File: config.mk
export PLATFORM = sky130hd
export DESIGN_NAME = logic_serial_eval
export DESIGN_NICKNAME = d
export VERILOG_FILES = /design/src/rtl/logic_serial_eval.sv
export SDC_FILE = /design/constraint.sdc
export NUM_CORES = 1
export LEC_CHECK = 0
export CAP_MARGIN = 10
export CORE_ASPECT_RATIO = 2
export CORE_MARGIN = 2
export CORE_UTILIZATION = 45
export DETAILED_ROUTE_END_ITERATION = 8
export GPL_TIMING_DRIVEN = 0
export PLACE_DENSITY = 0.71
export SYNTH_ARGS = -nofsm -noshare
export SYNTH_HDL_FRONTEND = slang
export SYNTH_SLANG_ARGS = --single-unit
File: constraint.sdc
create_clock -name clk -period 2.2 [get_ports clk]
set_clock_uncertainty 0.05 [all_clocks]
set_input_delay 0.44 -clock clk [delete_from_list [all_inputs] [get_ports clk]]
set_output_delay 0.44 -clock clk [all_outputs]
set_load 0.1 [all_outputs]
File: src/rtl/logic_serial_eval.sv
// Bit-serial evaluator of a run-time selected 2-input boolean function over two
// WIDTH-bit operands, one bit per clock, with population count of the result.
module logic_serial_eval #(
  parameter int WIDTH = 8,
  parameter int CNT_W = $clog2(WIDTH + 1)
) (
  input  logic             clk,
  input  logic             rst_n,
  input  logic             start,
  input  logic [WIDTH-1:0] x,
  input  logic [WIDTH-1:0] y,
  input  logic [3:0]       tt,
  output logic             busy,
  output logic             done,
  output logic [WIDTH-1:0] s,
  output logic [CNT_W-1:0] pop
);

  localparam int IDX_W = (WIDTH > 1) ? $clog2(WIDTH) : 1;

  typedef enum logic [1:0] {
    IDLE = 2'd0,
    RUN  = 2'd1,
    DONE = 2'd2
  } state_t;

  state_t           state_r, state_nxt_s;
  logic [WIDTH-1:0] x_r, y_r, shadow_r, s_r;
  logic [3:0]       tt_r;
  logic [IDX_W-1:0] idx_r;
  logic [CNT_W-1:0] cnt_r, pop_r;
  logic             busy_r, done_r;

  logic             bit_s, last_s;
  logic [WIDTH-1:0] shadow_upd_s;
  logic [CNT_W-1:0] cnt_upd_s;

  // Current result bit and the shadow/count as they look after this bit
  always_comb begin
    bit_s        = tt_r[{x_r[idx_r], y_r[idx_r]}];
    last_s       = (idx_r == IDX_W'(WIDTH - 1));
    shadow_upd_s = shadow_r;
    shadow_upd_s[idx_r] = bit_s;
    cnt_upd_s    = cnt_r + {{(CNT_W-1){1'b0}}, bit_s};
  end

  // Next-state logic
  always_comb begin
    state_nxt_s = state_r;
    case (state_r)
      IDLE: begin
        if (start) state_nxt_s = RUN;
        else       state_nxt_s = IDLE;
      end
      RUN: begin
        if (last_s) state_nxt_s = DONE;
        else        state_nxt_s = RUN;
      end
      DONE:    state_nxt_s = IDLE;
      default: state_nxt_s = IDLE;
    endcase
  end

  // State register
  always_ff @(posedge clk or negedge rst_n) begin
    if (!rst_n) state_r <= IDLE;
    else        state_r <= state_nxt_s;
  end

  // Datapath: operand capture, serial evaluation and registered outputs
  always_ff @(posedge clk or negedge rst_n) begin
    if (!rst_n) begin
      x_r      <= {WIDTH{1'b0}};
      y_r      <= {WIDTH{1'b0}};
      tt_r     <= 4'b0000;
      idx_r    <= {IDX_W{1'b0}};
      shadow_r <= {WIDTH{1'b0}};
      cnt_r    <= {CNT_W{1'b0}};
      s_r      <= {WIDTH{1'b0}};
      pop_r    <= {CNT_W{1'b0}};
      busy_r   <= 1'b0;
      done_r   <= 1'b0;
    end else begin
      case (state_r)
        IDLE: begin
          done_r <= 1'b0;
          if (start) begin
            x_r      <= x;
            y_r      <= y;
            tt_r     <= tt;
            idx_r    <= {IDX_W{1'b0}};
            shadow_r <= {WIDTH{1'b0}};
            cnt_r    <= {CNT_W{1'b0}};
            busy_r   <= 1'b1;
          end else begin
            busy_r   <= 1'b0;
          end
        end
        RUN: begin
          shadow_r <= shadow_upd_s;
          cnt_r    <= cnt_upd_s;
          busy_r   <= 1'b1;
          // idx saturates at the last bit; the state change ends the run
          if (last_s) begin
            s_r    <= shadow_upd_s;
            pop_r  <= cnt_upd_s;
            done_r <= 1'b1;
          end else begin
            idx_r  <= idx_r + IDX_W'(1);
          end
        end
        DONE: begin
          done_r <= 1'b0;
          busy_r <= 1'b0;
        end
        default: begin
          done_r <= 1'b0;
          busy_r <= 1'b0;
        end
      endcase
    end
  end

  assign busy = busy_r;
  assign done = done_r;
  assign s    = s_r;
  assign pop  = pop_r;

endmodule

## Yosys cells after proc, flatten, opt, wreduce, memory -nomap -nowiden

Index checks and enable logic that the tools add are counted.

- Register bits after elaboration: 51
- Latch bits: 0
- Memory bits (writable): 0
- ROM bits: 0
- Word-level logic and storage cells: 51
- Memories kept: 0

- Add/subtract/negate cells: 2
- Multipliers: 0
- Div/mod/pow operators: 0
- $lt $le $gt $ge: 3
- Equality and inequality tests: 5
- Shift operators: 0
- Multiplexer cells: 23
- Bitwise operators: 0
- Reductions and logical operators: 7

Operators by type and width:

| operator | count |
|---|---|
| 8-bit case mux with 2 select lines | 1 |
| 8-bit bitwise mux | 1 |
| 1-bit two-way mux | 8 |
| 8-bit two-way mux | 1 |
| 4-bit case mux with 2 select lines | 1 |
| 1-bit binary-select mux with 3-bit select | 2 |
| 3-bit two-way mux | 2 |
| 2-bit inequality test (second input constant) | 3 |
| 3-bit case mux with 2 select lines | 1 |
| 2-bit AND reduction | 3 |
| 4-bit by 1-bit adder with 4-bit output | 1 |
| 3-bit by 4-bit < comparator with 1-bit output (second input constant) | 1 |
| 4-bit two-way mux | 1 |
| 2-bit case mux with 2 select lines | 1 |
| 3-bit by 1-bit adder with 3-bit output (second input constant) | 1 |
| 1-bit demux with 3-bit select | 1 |
| 3-bit == test (second input constant) | 1 |
| 3-bit by 1-bit greater-or-equal comparator with 1-bit output (second input constant) | 1 |
| 2-bit by 3-bit < comparator with 1-bit output (second input constant) | 1 |
| 3-bit AND reduction | 1 |
| 1-bit binary-select mux with 2-bit select | 1 |
| 2-bit by 1-bit == test with 1-bit output (second input constant) | 1 |
| 2-bit logical NOT | 1 |
| 2-bit two-way mux | 1 |
| other kinds (3) | 3 |

## Depth between registers and ports, before layout

Gate-level depths: netlist of run 1.

- Depth in word-level cells: 6
- Gate-level depth with buffers: 12
- Gate-level depth less buffers: 11

## Least setup slack after synthesis of run 1

Ideal clock, no wire load.

- Path kind: register to register
- Start: register idx_r[2]
- End: register cnt_r[2]
- Data arrival time: 2.045 ns
- Data required time: 2.021 ns
- Setup slack: -0.024 ns
- Stages on the path, launching flop included: 13
- Cells stage by stage: dfrtp_1 buf_4 nor3b_1 o21bai_1 o211ai_2 mux2i_1 mux2_4 inv_6 ha_1 ha_1 nor2_1 o21ai_0 o21ai_0

- Word-level cells in the longest chain between the ends: 6
- Elaborated cells on any way between the ends: 8
- Classes of those cells: 1 x add/sub; 7 x mux

RTL lines:

| item | RTL line | text |
|---|---|---|
| start, declared | 30 | `logic [IDX_W-1:0] idx_r;` |
| start signal, assigned | 76 | `idx_r <= {IDX_W{1'b0}};` |
| start signal, assigned | 91 | `idx_r <= {IDX_W{1'b0}};` |
| start signal, assigned | 109 | `idx_r <= idx_r + IDX_W'(1);` |
| 1-bit binary-select mux with 3-bit select | 40 | `bit_s = tt_r[{x_r[idx_r], y_r[idx_r]}];` |
| 1-bit two-way mux (not written as such) | 40 |  |
| 1-bit binary-select mux with 2-bit select * | 40 |  |
| 1-bit two-way mux (not written as such) * | 40 |  |
| 4-bit by 1-bit adder with 4-bit output * | 44 | `cnt_upd_s = cnt_r + {{(CNT_W-1){1'b0}}, bit_s};` |
| 4-bit case mux with 2 select lines * | 84 | `case (state_r)` |
| end signal, assigned | 78 | `cnt_r <= {CNT_W{1'b0}};` |
| end signal, assigned | 93 | `cnt_r <= {CNT_W{1'b0}};` |
| end signal, assigned | 101 | `cnt_r <= cnt_upd_s;` |
| end, declared | 31 | `logic [CNT_W-1:0] cnt_r, pop_r;` |

Every way passes the cells marked *; elsewhere a longest branch is shown, timed or not. The select of a mux whose other input is x is not followed.
A chain may end at the register's enable or synchronous reset.

## Worst setup path in the final report of run 1

- Start: register idx_r[2]
- End: register cnt_r[1]

- Word-level cells in the longest chain between the ends: 6
- Elaborated cells on any way between the ends: 8
- Classes of those cells: 1 x add/sub; 7 x mux

RTL lines:

| item | RTL line | text |
|---|---|---|
| 1-bit binary-select mux with 3-bit select | 40 |  |
| 1-bit two-way mux (not written as such) | 40 |  |
| 1-bit binary-select mux with 2-bit select * | 40 |  |
| 1-bit two-way mux (not written as such) * | 40 |  |
| 4-bit by 1-bit adder with 4-bit output * | 44 |  |
| via cnt_upd_s[1] | 36 | `logic [CNT_W-1:0] cnt_upd_s;` |
| 4-bit case mux with 2 select lines * | 84 |  |

The timed path passes the listed nets; every way through them passes the cells marked *. The select of a mux whose other input is x is not followed.

==> results of run 1 <==
==> cells by family (layout without fill, tap and decap cells) <==
kind of cell,after synthesis,count (layout)
buffers and inverters,17,68
multiplexers,29,29
AO/OA/AOI/OAI,49,49
AND/OR/NAND/NOR,54,54
XOR/XNOR,2,2
flip-flops,51,51
adder cells (fa/ha/maj),4,4
==> worst max-delay path by stage <==
stage | startpoint | to | slack (ps) | depth (start not counted)
6_report | idx_r[2] | cnt_r[1] | -110 | 10
5_1_grt | idx_r[1] | cnt_r[1] | -200 | 10
4_1_cts | idx_r[1] | cnt_r[1] | -120 | 10
3_5_place_dp | idx_r[1] | cnt_r[2] | -230 | 12
3_3_place_gp | rst_n | x_r[7] | -890 | 1
2_1_floorplan | idx_r[1] | cnt_r[1] | 30 | 10
==> worst max-delay path, stage by stage, from the launching register on <==
cell      delay, ps
dfrtp_1         400
buf_6           150
nor3b_1         130
o21bai_1        220
o211ai_2        160
mux2i_1         150
mux2_4          320
inv_8            70
ha_4            140
ha_4            190
a22o_1          220
==> what timing repair did <==
| item | 4_1_cts | 5_1_grt |
|---|---|---|
| pin swaps | 3 | 5 |
| gates resized for setup | 19 | 10 |
| buffers inserted | 3 | 1 |
| cloned | 1 | 0 |
| endpoints found under the setup margin | 21 | 7 |
| endpoints found under the hold margin | 11 | 0 |
| hold buffers | 1 | 0 |
==> synth_stat cells, types with 2 or more instances <==
library cell	count
nor2_1	17
dfrtp_1	51
nor3b_1	6
nand2_1	20
inv_1	3
and3b_1	2
a22o_1	4
a32o_1	8
ha_1	4
mux2i_1	7
nor3_1	2
mux2_2	21
a22oi_1	9
a31oi_1	2
o21ai_0	23
clkbuf_1	9
buf_4	2
nand3_1	2
==> state kept, by name (all words and copies together), names as in the netlist <==
name      cells
idx_r         3
y_r           8
x_r           8
shadow_r      8
state_r       2
pop           4
busy          1
cnt_r         4
done          1
s             8
tt_r          4
==> cell type report <==
class,instances,area share [%]
tap,58,2.45
inverter,4,0.759
timing repair buffer,43,13.6
clock inverter,3,0.675
buffer,13,2.40
sequential,51,43.0
multi-input combinational,138,34.8
clock buffer,5,2.32
==> per-stage QoR <==
step                      setup slack (ps)  setup TNS, ps  instance area, um^2  utilization (%)
after floorplan                       29.0              0                 2370                -
after global placement                -894         -49530                 2800             55.1
after detailed placement              -231          -4010                 2820             55.4
after CTS                             -123           -575                 2940             57.7
after global routing                  -198          -1050                 2970             58.3
final                                 -112           -445                 2970             58.3
==> routing by layer <==
layer | vias to the layer above | wire, um | global-route usage (%)
met2 | 42 | 2760 | 33.0
met3 | 11 | 138 | 3.37
met4 | 0 | 146 | 8.71
met5 | - | 0 | 0
met1 | 865 | 1860 | 21.1
li1 | 833 | - | -
==> results.yml, run 1 <==
floorplanning:
  core-area_um2: 5090
  die_y_um: 106
  die_area_um2: 5830
  rows: 37
  die_w_um: 55.0
  ios: 37
  initial_core_util_pct: 46.0
timing:
  setup_viol_count_final: 6
  rsz0062_at_grt: "true"
  finalCriticalPeriod_ps: 2310
  timing.final.ws_setup_ps: -112
  finalHoldViolCount: 0
  slew-limit-headroom_pct: 37.0
  report.final.slew_viol_count: 0
  timing.final.crit_share_pct: 105
  tightest_slew_ps: 949
  timing.hold.ws_ps: 431
  fmax_ghz: 0.433
worst_setup_path:
  r2r-end: "cnt_r[1]"
  rrSetupSlack_ps: -110
  end_kind: "flip-flop"
  crit_type: "flip-flop to flip-flop"
  r2r_start: "idx_r[2]"
  crit_arrival_ps: 2470
  crit_path_start_kind: "flip-flop"
  cp_max_fo: 10
  required_ps: 2360
  rr_worst_depth: 10
yosys:
  synth-compound-area-share_pct: 14.3
  synth-main-ff-cell: "dfrtp_1"
  yosys.area.top_type: "dfrtp_1"
  async_flop_share_pct: 100
  ys_top_cells_by_area: "dfrtp_1 (54%), mux2_2 (10%), o21ai_0 (4.9%)"
  yosys.area_share.adder_pct: 2.14
  synth_top_area_share_pct: 54.5
  synth_edf_count: 0
  ys_warn_count: 0
  netlist_instances: 206
  ys_seq_area_share_pct: 54.5
  avgSynthCellArea_um2: 11.4
  ys_ff_latch: 51
  synth.distinct_cells: 32
  synth_area_um2: 2340
  synth_mux_area_share_pct: 13.7
  synth_top_family_by_area: "compound AO/OA/AOI/OAI gates"
  synth-simple-area-share_pct: 11.0
  synthXorXnorAreaFrac_pct: 0.748
  syn-num-nets: 233
finish:
  areaGrowthSynthToFinish_pct: 26.7
  layout.nets: 283
  fillers: 447
  drive_gt1_share_pct: 20.6
  multiInputGateArea_um2: 1030
  final_common_cell: "dfrtp_1"
  diodes: 0
  layout_common_cells: "dfrtp_1 (51), mux2_2 (21), clkdlybuf4s50_1 (21), nand2_1 (20), o21ai_0 (18)"
  register_area_um2: 1280
  instances_no_fill: 315
placement:
  place.gp.congestion: 0.783
  portBuffers: 36
  hpwl_mm: 3.41
  dp.cells: 301
worst_hold_path:
  min_path_type: "flip-flop to flip-flop"
  min_path_cells: 2
  hold_start: "pop[0]"
  min_to: "pop[0]"
run_status:
  violations: "negative setup slack"
  status: "finished with violations"
cts:
  cts.sinks: 51
  cts_tree: "done"
  clk-insertion-delay-late_ps: 310
  ctsHtreeMaxLevel: 2
  cts_buffers: 5
  cts_max_path_buffers: 2
  cts_root_buf: "clkbuf_8"
  clk_pin_slew_ps: 100
global_route:
  antenna_found_initial: 0
  grt-ovfl-total: 0
  grt_usage_pct: 19.0
  grt_max_degree: 41
  grt_pass1_vias: 1783
  grt_first_pass_wirelength_mm: 8.07
detailed_routing:
  first_pass_iters: 4
  wl_per_cell_um: 15.6
  vias_per_cell: 5.56
  wl_mm: 4.91
  ant_nets: 0
  vias: 1751
  drc_errors: 0
  drt_iter0_markers: 17
job:
  maxCapViolations: 0
Power of run 1 is not shown: default switching activity piles up to over one toggle a cycle in this logic, so the estimate is an artifact.
==> run 2: changes to the inputs <==
--- a/config.mk
+++ b/config.mk
@@ -8,10 +8,12 @@
 export CAP_MARGIN = 10
 export CORE_ASPECT_RATIO = 2
 export CORE_MARGIN = 2
-export CORE_UTILIZATION = 45
+export CORE_UTILIZATION = 41
 export DETAILED_ROUTE_END_ITERATION = 8
 export GPL_TIMING_DRIVEN = 0
-export PLACE_DENSITY = 0.71
+export PLACE_DENSITY = 0.66
+export SETUP_SLACK_MARGIN = 0.3
+export SLEW_MARGIN = 10
 export SYNTH_ARGS = -nofsm -noshare
 export SYNTH_HDL_FRONTEND = slang
 export SYNTH_SLANG_ARGS = --single-unit
==> results.yml, run 2 (synthesized netlist as in run 1, its figures left out) <==
worst_setup_path:
  end_kind: "flip-flop"
  required_ps: 2330
  crit_type: "flip-flop to flip-flop"
  critical_path.slowest_cell: "dfrtp_1"
  slowest_delay_ps: 410
  cp_max_fo: 5
  crit_path_start_kind: "flip-flop"
  crit_arrival_ps: 2450
  crit_top_cell: "ha_4"
  crit_chain: "buf_2, nor3b_1, o21bai_1, o211ai_2, mux2i_1, mux2_4, inv_8, ha_4, ha_4, a22o_1"
cts:
  cts_buffers: 5
  cts_max_path_buffers: 2
  cts_root_buf: "clkbuf_16"
  clk_pin_slew_ps: 70
  cts.sinks: 51
  cts_tree: "done"
  clk-insertion-delay-late_ps: 290
  cts_hold_buf: 0
  ctsHtreeMaxLevel: 2
timing:
  timing.final.ws_setup_ps: -117
  slew-limit-headroom_pct: 62.8
  fmax_ghz: 0.432
  report.final.slew_viol_count: 0
  setup_viol_count_final: 9
  finalCriticalPeriod_ps: 2320
  tightest_slew_ps: 559
  finalHoldViolCount: 0
  tns_ps: -432
  timing.final.crit_share_pct: 105
  rsz0062_at_grt: "true"
finish:
  final_common_cell: "dfrtp_1"
  drive_gt1_share_pct: 31.7
  layout.nets: 285
  layout_common_cells: "dfrtp_1 (51), mux2_2 (21), clkdlybuf4s50_1 (21), nand2_1 (19), nor2_1 (16)"
  diodes: 0
  areaGrowthSynthToFinish_pct: 34.1
run_status:
  violations: "negative setup slack"
  status: "finished with violations"
placement:
  hpwl_mm: 3.40
  place.gp.congestion: 0.760
  portBuffers: 36
detailed_routing:
  ant_nets: 0
  wl_per_cell_um: 16.6
  wl_mm: 5.32
  vias: 1820
  vias_per_cell: 5.69
  first_pass_iters: 4
  drt_iter0_markers: 59
  drc_errors: 0
floorplanning:
  rows: 39
  initial_core_util_pct: 41.7
  die_area_um2: 6370
  core-area_um2: 5610
  ios: 37
  die_w_um: 57.4
  die_y_um: 111
global_route:
  grt_pass1_vias: 1813
  grt-ovfl-total: 0
  grt_first_pass_wirelength_mm: 8.76
  grt_usage_pct: 17.3
  grt_max_degree: 38
  antenna_found_initial: 0
worst_hold_path:
  min_path_type: "input port to async pin"
job:
  maxCapViolations: 0
## run 2: cell count changes in the layout (fill, tap and decap cells not counted), moves of 2 or more
cell	delta
buf_2	+2
clkbuf_8	-5
o21ai_0	-9
clkbuf_16	+5
dlygate4sd2_1	-14
clkdlybuf4s15_2	+14
o21ai_2	+9
## run 2: worst max-delay path, delay by kind of cell, from the launching register on
| kind | cells | cell delay (ps) |
|---|---|---|
| compound gates | 3 | 460 |
| mux | 2 | 460 |
| flops | 1 | 410 |
| fa+ha+maj | 2 | 370 |
| simple gates | 1 | 250 |
| buf+inv | 2 | 210 |
## run 2: cell type report
class,count,area [um^2]
well taps,61,76.3
clock buffers,6,129
clock inverters,2,12.5
plain buffers,13,73.8
repair buffers,45,462
inverters,4,22.5
fillers,509,2470
multi-input cells,138,1090
flip-flops and latches,51,1280
## run 2: what timing repair did
action / in CTS / in global routing
resized for setup: 57 / 27
endpoints found under the setup margin: 56 / 43
setup buffers: 2 / 5
pin swaps: 6 / 13
cloned: 1 / 0
## run 2: worst paths after layout
kind,from,to,slack (ps),cells past startpoint
setup / recovery,idx_r[1],cnt_r[1],-120,10
hold / removal,rst_n,x_r[2],8,1
setup reg to reg,idx_r[1],cnt_r[1],-120,10
hold reg to reg,pop[1],pop[1],420,2
max in group asynchronous,rst_n,s[6],1580,2
min in group clk,pop[1],pop[1],420,2
## run 2: per-stage QoR
step | hold slack [ps] | utilization [%] | instances | cell area [um^2] | setup slack, ps
detailed placement | 321 | 50.3 | 304 | 2820 | -258
CTS | 16.0 | 53.8 | 315 | 3020 | -125
floorplan | 94.4 | - | 206 | 2370 | 29.0
finish | 7.60 | 56.0 | 320 | 3140 | -117
global placement | 415 | 50.0 | 303 | 2810 | -782
global route | 35.1 | 56.0 | 320 | 3140 | -224
## run 2: layer usage
layer | vias to the layer above | global-route usage [%] | share of wire, %
li1 | 844 | - | -
met1 | 921 | 23.4 | 42
met2 | 50 | 28.0 | 53
met3 | 5 | 2.92 | 4.3
met4 | 0 | 5.12 | 1.3
met5 | - | 0 | 0
Power of run 2 is left out for the same reason.
